**src/rtl/dlsc_pcie_tx_arbiter.sv**
```systemverilog
// rtl/dlsc_pcie_tx_arbiter.sv - packet round-robin arbiter for a shared PCIe TX beat stream (optional DLSC_PCIE_ARB_MAXLEN_EN)
module dlsc_pcie_tx_arbiter #(
    parameter int INPUTS    = 4,
    parameter int DATA      = 32,
    parameter int IDB       = 2,
    parameter int MAX_BEATS = 256
) (
    input  logic                     clk,
    input  logic                     rst_n,
    input  logic [INPUTS*DATA-1:0]   in_data,
    input  logic [INPUTS-1:0]        in_last,
    input  logic [INPUTS-1:0]        in_valid,
    output logic [INPUTS-1:0]        in_ready,
    output logic [DATA-1:0]          out_data,
    output logic                     out_last,
    output logic [IDB-1:0]           out_id,
    output logic                     out_valid,
    input  logic                     out_ready,
    output logic                     err_trunc
);

    localparam int PW = $clog2(INPUTS);

    typedef enum logic {ST_IDLE, ST_BUSY} state_t;

    state_t          state_q, state_d;
    logic [PW-1:0]   grant_q, grant_d;
    logic [PW-1:0]   ptr_q, ptr_d;
    logic [DATA-1:0] out_data_q, out_data_d;
    logic            out_last_q, out_last_d;
    logic [IDB-1:0]  out_id_q, out_id_d;
    logic            out_valid_q, out_valid_d;

    logic            slot_free;
    logic            accept;
    logic            beat_last;
    logic [PW-1:0]   ptr_inc;
    logic            scan_hit;
    logic [PW-1:0]   scan_idx;
    logic [PW:0]     cand;

    // Round-robin scan: first valid input at or after ptr, wrapping.
    always_comb begin
        scan_hit = 1'b0;
        scan_idx = '0;
        cand     = '0;
        for (int k = 0; k < INPUTS; k++) begin
            cand = {1'b0, ptr_q} + (PW+1)'(k);
            if (cand >= (PW+1)'(INPUTS)) begin
                cand = cand - (PW+1)'(INPUTS);
            end
            if (!scan_hit && in_valid[cand[PW-1:0]]) begin
                scan_hit = 1'b1;
                scan_idx = cand[PW-1:0];
            end
        end
    end

    assign slot_free = !out_valid_q || out_ready;
    assign accept    = (state_q == ST_BUSY) && in_valid[grant_q] && slot_free;
    assign ptr_inc   = (grant_q == PW'(INPUTS-1)) ? '0 : grant_q + PW'(1);

    always_comb begin
        in_ready = '0;
        if (state_q == ST_BUSY) begin
            in_ready[grant_q] = slot_free;
        end
    end

`ifdef DLSC_PCIE_ARB_MAXLEN_EN
    localparam int CW = $clog2(MAX_BEATS+1);

    logic [CW-1:0] cnt_q, cnt_d;
    logic          err_q, err_d;
    logic          trunc;

    // cnt_q holds beats already accepted, so the MAX_BEATS-th beat sees MAX_BEATS-1.
    assign trunc     = !in_last[grant_q] && (cnt_q == CW'(MAX_BEATS-1));
    assign beat_last = in_last[grant_q] || trunc;

    always_comb begin
        cnt_d = cnt_q;
        err_d = err_q;
        if (accept) begin
            cnt_d = beat_last ? '0 : cnt_q + CW'(1);
            if (trunc) begin
                err_d = 1'b1;
            end
        end
    end

    always_ff @(posedge clk) begin
        if (!rst_n) begin
            cnt_q <= '0;
            err_q <= 1'b0;
        end else begin
            cnt_q <= cnt_d;
            err_q <= err_d;
        end
    end

    assign err_trunc = err_q;
`else
    assign beat_last = in_last[grant_q];
    assign err_trunc = 1'b0;
`endif

    always_comb begin
        state_d     = state_q;
        grant_d     = grant_q;
        ptr_d       = ptr_q;
        out_data_d  = out_data_q;
        out_last_d  = out_last_q;
        out_id_d    = out_id_q;
        out_valid_d = out_valid_q;

        if (accept) begin
            out_data_d  = in_data[grant_q*DATA +: DATA];
            out_last_d  = beat_last;
            out_id_d    = IDB'(grant_q);
            out_valid_d = 1'b1;
        end else if (out_ready) begin
            out_valid_d = 1'b0;
        end

        case (state_q)
            ST_IDLE: begin
                if (scan_hit) begin
                    grant_d = scan_idx;
                    state_d = ST_BUSY;
                end
            end
            ST_BUSY: begin
                if (accept && beat_last) begin
                    ptr_d   = ptr_inc;
                    state_d = ST_IDLE;
                end
            end
            default: state_d = ST_IDLE;
        endcase
    end

    always_ff @(posedge clk) begin
        if (!rst_n) begin
            state_q     <= ST_IDLE;
            grant_q     <= '0;
            ptr_q       <= '0;
            out_data_q  <= '0;
            out_last_q  <= 1'b0;
            out_id_q    <= '0;
            out_valid_q <= 1'b0;
        end else begin
            state_q     <= state_d;
            grant_q     <= grant_d;
            ptr_q       <= ptr_d;
            out_data_q  <= out_data_d;
            out_last_q  <= out_last_d;
            out_id_q    <= out_id_d;
            out_valid_q <= out_valid_d;
        end
    end

    assign out_data  = out_data_q;
    assign out_last  = out_last_q;
    assign out_id    = out_id_q;
    assign out_valid = out_valid_q;

endmodule

```
**config.mk**
```make
export PLATFORM = sky130hd
export DESIGN_NAME = dlsc_pcie_tx_arbiter
export DESIGN_NICKNAME = d
export VERILOG_FILES = /design/src/rtl/dlsc_pcie_tx_arbiter.sv
export SDC_FILE = /design/constraint.sdc
export NUM_CORES = 1
export LEC_CHECK = 0
export BUFFER_PORTS_ARGS = -buffer_cell sky130_fd_sc_hd__buf_2
export CAP_MARGIN = 20
export CORE_ASPECT_RATIO = 1.75
export CORE_MARGIN = 1
export CORE_UTILIZATION = 40
export CTS_CLUSTER_DIAMETER = 120
export DETAILED_ROUTE_END_ITERATION = 10
export GPL_TIMING_DRIVEN = 0
export PLACE_DENSITY = 0.83
export SYNTH_ARGS = -nofsm -noshare
export SYNTH_HDL_FRONTEND = slang
export SYNTH_SLANG_ARGS = --single-unit
```
**constraint.sdc**
```tcl
create_clock -name clk -period 2.1 [get_ports clk]
set_input_delay 0.315 -clock clk [delete_from_list [all_inputs] [get_ports clk]]
set_output_delay 0.315 -clock clk [all_outputs]
set_load 0.03 [all_outputs]
```
# ---- Yosys cells after proc, flatten, opt, wreduce, memory -nomap -nowiden
# Cells that the tools add are included.
dict set report word_totals {
  ff_bits 41
  wordCells 77
  input_bits 139
}
dict set report op_classes {
  eq_ne 1
  n_reduce_logical 15
  shift 1
  addsub 8
  muxes 33
  order_cmp 10
  bitwise 2
}
# cell count
set op_table {}
lappend op_table {{$shiftx 128x8->32} 1}
lappend op_table {{$mux 2} 9}
lappend op_table {{$lt 2x3->1 const B} 5}
lappend op_table {{$mux 1} 15}
lappend op_table {{$bmux 1 s2} 6}
lappend op_table {{$ge 3x3->1 const B} 3}
lappend op_table {{$sub 2x1->2 const B} 4}
lappend op_table {{$logic_and 1x1->1} 7}
lappend op_table {{$add 2x2->3 const B} 2}
lappend op_table {{$and 4x4->4} 1}
lappend op_table {{$logic_not 1->1} 4}
lappend op_table {{$mux 4} 1}
lappend op_table {{$reduce_and 2->1} 2}
lappend op_table {{$add 2x1->3 const B} 1}
lappend op_table {{$ge 2x3->1 const B} 1}
lappend op_table {{$add 2x1->2 const B} 1}
lappend op_table {{$demux 1 s2} 1}
lappend op_table {{$eq 2x2->1 const B} 1}
lappend op_table {{$ge 2x1->1 const B} 1}
lappend op_table {{$pmux 1 s2} 1}
lappend op_table {{$reduce_bool 2->1} 1}
lappend op_table {{$logic_or 1x1->1} 1}
lappend op_table {{$not 1->1} 1}

# ---- Logic depth before layout (Yosys ltp)
# Gate-level depths: netlist of run 1.
dict set report depth {
  depth_word 16
  depth_mapped 7
  ltp_nobuf 4
}

# ---- Worst setup path before layout of run 1
# No wires, ideal clock.
dict set report synth_timing {
  path_type {register to output}
  from {reg grant_q[0]}
  to {out in_ready[2]}
  stages_incl_launch_ff 6
  path_buffers 2
  required_ns 1.785
  slack_ns 0.487
  arrival_time_ns 1.298
  path_cell_list {dfxtp_1 buf_4 buf_4 inv_1 ha_1 and3_1}
}
dict set report synth_via {
  elab_chain_len 6
  elab_cells_between_ends 7
  classes_between {2 x order compare; 3 x mux; 1 x bitwise; 1 x reduce/logical}
}
# element line_no
set synth_rtl {}
lappend synth_rtl {{start: declaration} 27} ;# logic [PW-1:0] grant_q, grant_d;
lappend synth_rtl {{start signal: assignment} 154} ;# grant_q <= grant_d;
lappend synth_rtl {{$lt 2x3->1 (implied by the code) or $ge 2x1->1 (tied branches)} 66} ;# in_ready[grant_q] = slot_free;
lappend synth_rtl {{$logic_and 1x1->1 (implied by the code)} 66}
lappend synth_rtl {{$mux 1 (implied by the code)} 66}
lappend synth_rtl {{$demux 1 s2 (*)} 66}
lappend synth_rtl {{$and 4x4->4 (no line) (*)} --}
lappend synth_rtl {{$mux 4 (*)} 65} ;# if (state_q == ST_BUSY) begin
lappend synth_rtl {{end: declaration} 13} ;# output logic [INPUTS-1:0] in_ready,
# Every way passes the cells marked *; elsewhere a longest branch is shown, timed or not.

# ---- Final worst setup path of run 1
dict set report layout_timing {
  from {reg grant_q[1]}
  to {out in_ready[1]}
}
# Same word-level chain as after synthesis.

==> results_dict.tcl, run 1 <==
set metrics [dict create \
    status "finished clean" \
    rows 38 \
    clkLatencyLatePin_ns 0.28 \
    yosysWarnings 0 \
    powerDensity_nw_per_um2 679 \
    synth_nets 393 \
    cts_sinks 41 \
    coreArea_um2 6230 \
    area_growth_pct 42.3 \
    placed_area_um2 3580 \
    final_net_count 575 \
    wirelength_mm 7.66 \
    synth_top_area_frac 0.316 \
    wl_per_cell_um 14.9 \
    setup_violations 0 \
    cts_root_buffer "clkbuf_8" \
    die_w_um 62.9 \
    rsz0062_at_grt "no" \
    critPathRequiredTime_ns 1.78 \
    cp-start-kind "flip-flop" \
    ctsHoldBuffers 0 \
    tritoncts "built" \
    detail-route-antenna-nets 0 \
    dp_hpwl_mm 6.44 \
    cts_buffer_depth 2 \
    drt_pass1_iterations 4 \
    fillers 574 \
    place_ws_ns 0.232 \
    die_h_um 109 \
    p_leak_nw 1.68 \
    grt_pass1_vias 2653 \
    synth_cells 250 \
    max_freq_mhz 505 \
    drc_errors 0 \
    drive_gt1_frac 0.568 \
    post-route-period-util 0.944 \
    syn_avg_cell_area_um2 10.4 \
    synth_seq_area_share 0.316 \
    vias_per_cell 5.20 \
    start_util 0.417 \
    htreeDepth 2 \
    synth_cell_types 34 \
    arrival_ns 1.67 \
    pin_count 180 \
    clkTransAtPathRegs_ns 0.07 \
    grtUsageTotal 0.225 \
    synth_ff_type "dfxtp_1" \
    maxSlewViolCount 0 \
    cp-end-kind "primary output" \
    finalSetupTns_ns 0 \
    hold_path.class "in2reg" \
    synthArstFlopShare 0 \
    vias 2666 \
    post-route-util 0.594 \
    grt_overflow 0 \
    tightest_slew_ns 0.599 \
    cts_made_buffers 5 \
    relSlewSlack 0.601 \
    syn_area_um2 2600 \
    min_period_ns 1.98 \
    final_area_um2 3700 \
    worstSetupPathType "reg2out" \
    ir_worst_vdd_mv 0.461 \
    synthTopCellsByCount "nand2_1, dfxtp_1, mux4_2, a21boi_1, nand2_2" \
    synth_most_common_cell "nand2_1" \
    synth-edff-count 0 \
    grt_pass1_wl_mm 12.0 \
    fin_ws_ns 0.118 \
    antenna_found_initial 0 \
    cap_violations 0 \
    skew_ns 0.00670 \
    first_iter_violations 190 \
    die-area_um2 6840 \
    critical_path.max_fanout 19 \
    port_buffers 177 \
    place_congestion 0.909 \
    grt_max_degree 20 \
    ys_seq_elements 41 \
    antenna_cells 0 \
    synth_area_leaders "dfxtp_1, mux4_2, nand2_1" \
    synth.largest_area_cell "dfxtp_1" \
    finalHoldViolCount 0 \
]
==> routing by layer <==
| layer | track usage | part of all wire | routed length (um) | up-vias |
|---|---|---|---|---|
| met5 | 0 | 0 | 0 | - |
| met4 | 0.0947 | 0.015 | 116 | 0 |
| met3 | 0.0492 | 0.053 | 403 | 8 |
| met2 | 0.410 | 0.56 | 4250 | 116 |
| met1 | 0.247 | 0.38 | 2890 | 1274 |
| li1 | - | - | - | 1268 |
==> timing repair <==
action	4_1_cts	5_1_grt
resized for setup	2	0
setup buffers	0	0
pin swaps	0	0
setup endpoints to repair	3	2
==> per-stage QoR <==
| stage | total power (W) | hold WS (ns) | cells |
|---|---|---|---|
| floorplan | 0.00157 | 0.441 | 250 |
| global placement | 0.00186 | 0.439 | 507 |
| detailed placement | 0.00188 | 0.444 | 507 |
| CTS | 0.00254 | 0.390 | 514 |
| global route | 0.00265 | 0.424 | 513 |
| finish | 0.00251 | 0.401 | 513 |
==> registers in the layout, summed over array words and instances (netlist names) <==
register / count
out_last: 1
out_valid: 1
state_q: 1
out_id: 2
out_data: 32
ptr_q: 2
grant_q: 2
==> power breakdown <==
| part | leakage (nW) | internal [W] | switching [W] |
|---|---|---|---|
| Sequential | 0.335 | 0.000858 | 0.0000482 |
| Clock | 0.0574 | 0.000387 | 0.000271 |
| Combinational | 1.29 | 0.000437 | 0.000509 |
| Total | 1.68 | 0.00168 | 0.000828 |
==> cells in the final DEF, fill, tap and decap left out, types with 5 or more instances in the layout <==
cell | synthesis | routed
buf_6 | 4 | 5
nand2_1 | 65 | 65
clkbuf_8 | 0 | 6
a21boi_1 | 32 | 32
buf_2 | 1 | 177
clkbuf_1 | 9 | 9
mux4_2 | 34 | 34
buf_4 | 8 | 6
dfxtp_1 | 41 | 40
nand2_2 | 10 | 10
==> cell families (layout without fill, tap and decap cells) <==
family / Yosys count / after routing / synth area share
AND/OR/NAND/NOR: 90 / 90 / 0.155
AO/OA/AOI/OAI: 50 / 50 / 0.138
flip-flops: 41 / 41 / 0.316
multiplexers: 37 / 37 / 0.307
buffers and inverters: 27 / 210 / 0.0640
adder cells (fa/ha/maj): 4 / 4 / 0.0193
other: 1 / 1 / 0.00144
==> cell type report <==
class                           instances  area [um2]  share of cell area
Buffer                                 21         143              0.0386
Clock buffer                            6        82.6              0.0223
Clock inverter                          2        37.5              0.0102
Inverter                                4        15.0             0.00406
Multi-Input combinational cell        182        1610               0.436
Sequential cell                        41         822               0.222
Tap cell                               80         100              0.0271
Timing Repair Buffer                  177         886               0.240
==> path summary, 6_finish.rpt <==
| kind | start | end | slack (ns) | depth (start not counted) |
|---|---|---|---|---|
| worst max-delay path | grant_q[1] | in_ready[1] | 0.12 | 5 |
| worst min-delay path | in_valid[3] | grant_q[0] | 0.40 | 3 |
| worst max register to register | grant_q[1] | out_data[22] | 0.17 | 5 |
| worst min register to register | out_data[4] | out_data[4] | 0.45 | 2 |
==> worst max-delay path, cell delays in order (launching register included) <==
cell,delay [ns]
dfxtp_1,0.45
buf_4,0.32
inv_1,0.11
ha_1,0.18
and3_1,0.15
buf_2,0.17
Note: power is estimated with default switching activity, not from simulation.
==> inputs of run 2 (changes only) <==
--- a/config.mk
+++ b/config.mk
@@ -13,7 +13,7 @@
 export CTS_CLUSTER_DIAMETER = 120
 export DETAILED_ROUTE_END_ITERATION = 10
 export GPL_TIMING_DRIVEN = 0
-export PLACE_DENSITY = 0.83
+export PLACE_DENSITY = 0.78
 export SYNTH_ARGS = -nofsm -noshare
 export SYNTH_HDL_FRONTEND = slang
 export SYNTH_SLANG_ARGS = --single-unit
==> results_dict.tcl, run 2 (synthesized netlist as in run 1, its figures left out) <==
set metrics [dict create \
    fillers 575 \
    place_congestion 0.895 \
    r2r_setup_slack_ns 0.18 \
    critical_path.max_fanout 19 \
    rsz0062_at_grt "no" \
    first_iter_violations 127 \
    cts_setup_buffers 0 \
    die-area_um2 6840 \
    tritoncts "built" \
    pin_count 180 \
    r2r_cells 5 \
    drive_gt1_frac 0.568 \
    relSlewSlack 0.599 \
    coreArea_um2 6230 \
    drc_errors 0 \
    regArea_um2 822 \
    top_layer_used "met4" \
    worstReg2RegEnd "out_data[8]" \
    cts_sinks 41 \
    status "finished clean" \
    cts_root_buffer "clkbuf_8" \
    setup_violations 0 \
    largest_register_ffs 32 \
    grt_pass1_wl_mm 12.1 \
    cap_violations 0 \
    start_util 0.417 \
    holdPathEnd "state_q" \
    grt_overflow 0 \
    drt_pass1_iterations 4 \
    dp_hpwl_mm 6.39 \
    port_buffers 177 \
    grt_pass1_vias 2650 \
    maxSlewViolCount 0 \
    cp-start-kind "flip-flop" \
    detail-route-antenna-nets 0 \
    wl_per_cell_um 15.1 \
    finalHoldViolCount 0 \
    post-route-util 0.588 \
    die_h_um 109 \
    multiInputGateArea_um2 1610 \
    min_period_ns 1.96 \
    worstSetupPathType "reg2out" \
    ir_worst_vdd_mv 0.400 \
    critPathRequiredTime_ns 1.78 \
    skew_ns 0.00857 \
    antenna_cells 0 \
    drt-met1-wl_mm 2.92 \
    area_growth_pct 41.0 \
    grtUsageTotal 0.228 \
    min_from "rst_n" \
    met3_length_um 404 \
    finalSetupTns_ns 0 \
    rows 38 \
    r2r-start "grant_q[1]" \
    slowest_delay_ns 0.43 \
    cp-end-kind "primary output" \
    antenna_found_initial 0 \
    p_leak_nw 1.67 \
    hold_path.class "in2reg" \
    max_freq_mhz 511 \
    cts_buffer_depth 2 \
    grt_max_degree 20 \
    final_cell_mix "buf_2, nand2_1, dfxtp_1" \
    wirelength_mm 7.74 \
    clkTransAtPathRegs_ns 0.08 \
    cts_made_buffers 5 \
    htreeDepth 2 \
    vias 2652 \
    min_path_cells 3 \
    path_cells "buf_4 > inv_1 > ha_1 > and3_1 > buf_2" \
    cp_slowest_cell "dfxtp_1" \
    tightest_slew_ns 0.602 \
    arrival_ns 1.64 \
    powerDensity_nw_per_um2 644 \
    clkLatencyLatePin_ns 0.29 \
    die_w_um 62.9 \
    final_net_count 575 \
    final_common_cell "buf_2" \
    post-route-period-util 0.933 \
    vias_per_cell 5.17 \
    dr_wl_met2_mm 4.08 \
]
## run 2: report_power, final
| group | internal [W] | leakage (nW) | switching [W] |
|---|---|---|---|
| logic | 0.000438 | 1.29 | 0.000509 |
| registers | 0.000858 | 0.335 | 0.0000469 |
| clock network | 0.000230 | 0.0439 | 0.000278 |
## run 2: final cells by class
class | count | share of cell area
Clock buffer | 5 | 0.0188
Timing Repair Buffer | 177 | 0.242
Clock inverter | 3 | 0.00478
Tap cell | 80 | 0.0273
Sequential cell | 41 | 0.224
Multi-Input combinational cell | 182 | 0.440
Inverter | 4 | 0.00410
Buffer | 21 | 0.0389
## run 2: timing repair
item                                    CTS  global route
hold buffers                              0             0
endpoints found under the setup margin    3             2
resized for setup                         2             0
## run 2: worst max-delay path by stage
stage | from | to | slack, ns | depth (start not counted)
final | grant_q[1] | in_ready[1] | 0.14 | 5
after global routing | grant_q[1] | in_ready[0] | 0.04 | 5
after floorplan | grant_q[0] | in_ready[2] | 0.49 | 5
after global placement | grant_q[0] | in_ready[2] | 0.26 | 6
after detailed placement | grant_q[0] | in_ready[2] | 0.23 | 6
after CTS | grant_q[0] | in_ready[2] | 0.04 | 6
## run 2: per-stage QoR
| stage | hold slack, ns | instances | total power, W | worst slack, ns | instance area, um2 |
|---|---|---|---|---|---|
| global route | 0.414 | 513 | 0.00251 | 0.0439 | 3660 |
| CTS | 0.386 | 514 | 0.00239 | 0.0428 | 3670 |
| finish | 0.400 | 513 | 0.00236 | 0.141 | 3660 |
| global placement | 0.439 | 507 | 0.00186 | 0.257 | 3580 |
| floorplan | 0.441 | 250 | 0.00157 | 0.487 | 2600 |
| detailed placement | 0.442 | 507 | 0.00188 | 0.228 | 3580 |
## run 2: per-layer routing
| layer | vias up | track usage |
|---|---|---|
| met5 | - | 0 |
| met4 | 0 | 0.125 |
| met3 | 28 | 0.0418 |
| met2 | 117 | 0.411 |
| met1 | 1240 | 0.249 |
| li1 | 1267 | - |
## run 2: critical path, delay by kind of cell, from the launching register on
kind	cells	cell delay, ns
buf+inv	3	0.59
simple gates	1	0.15
flops	1	0.43
fa+ha+maj	1	0.18
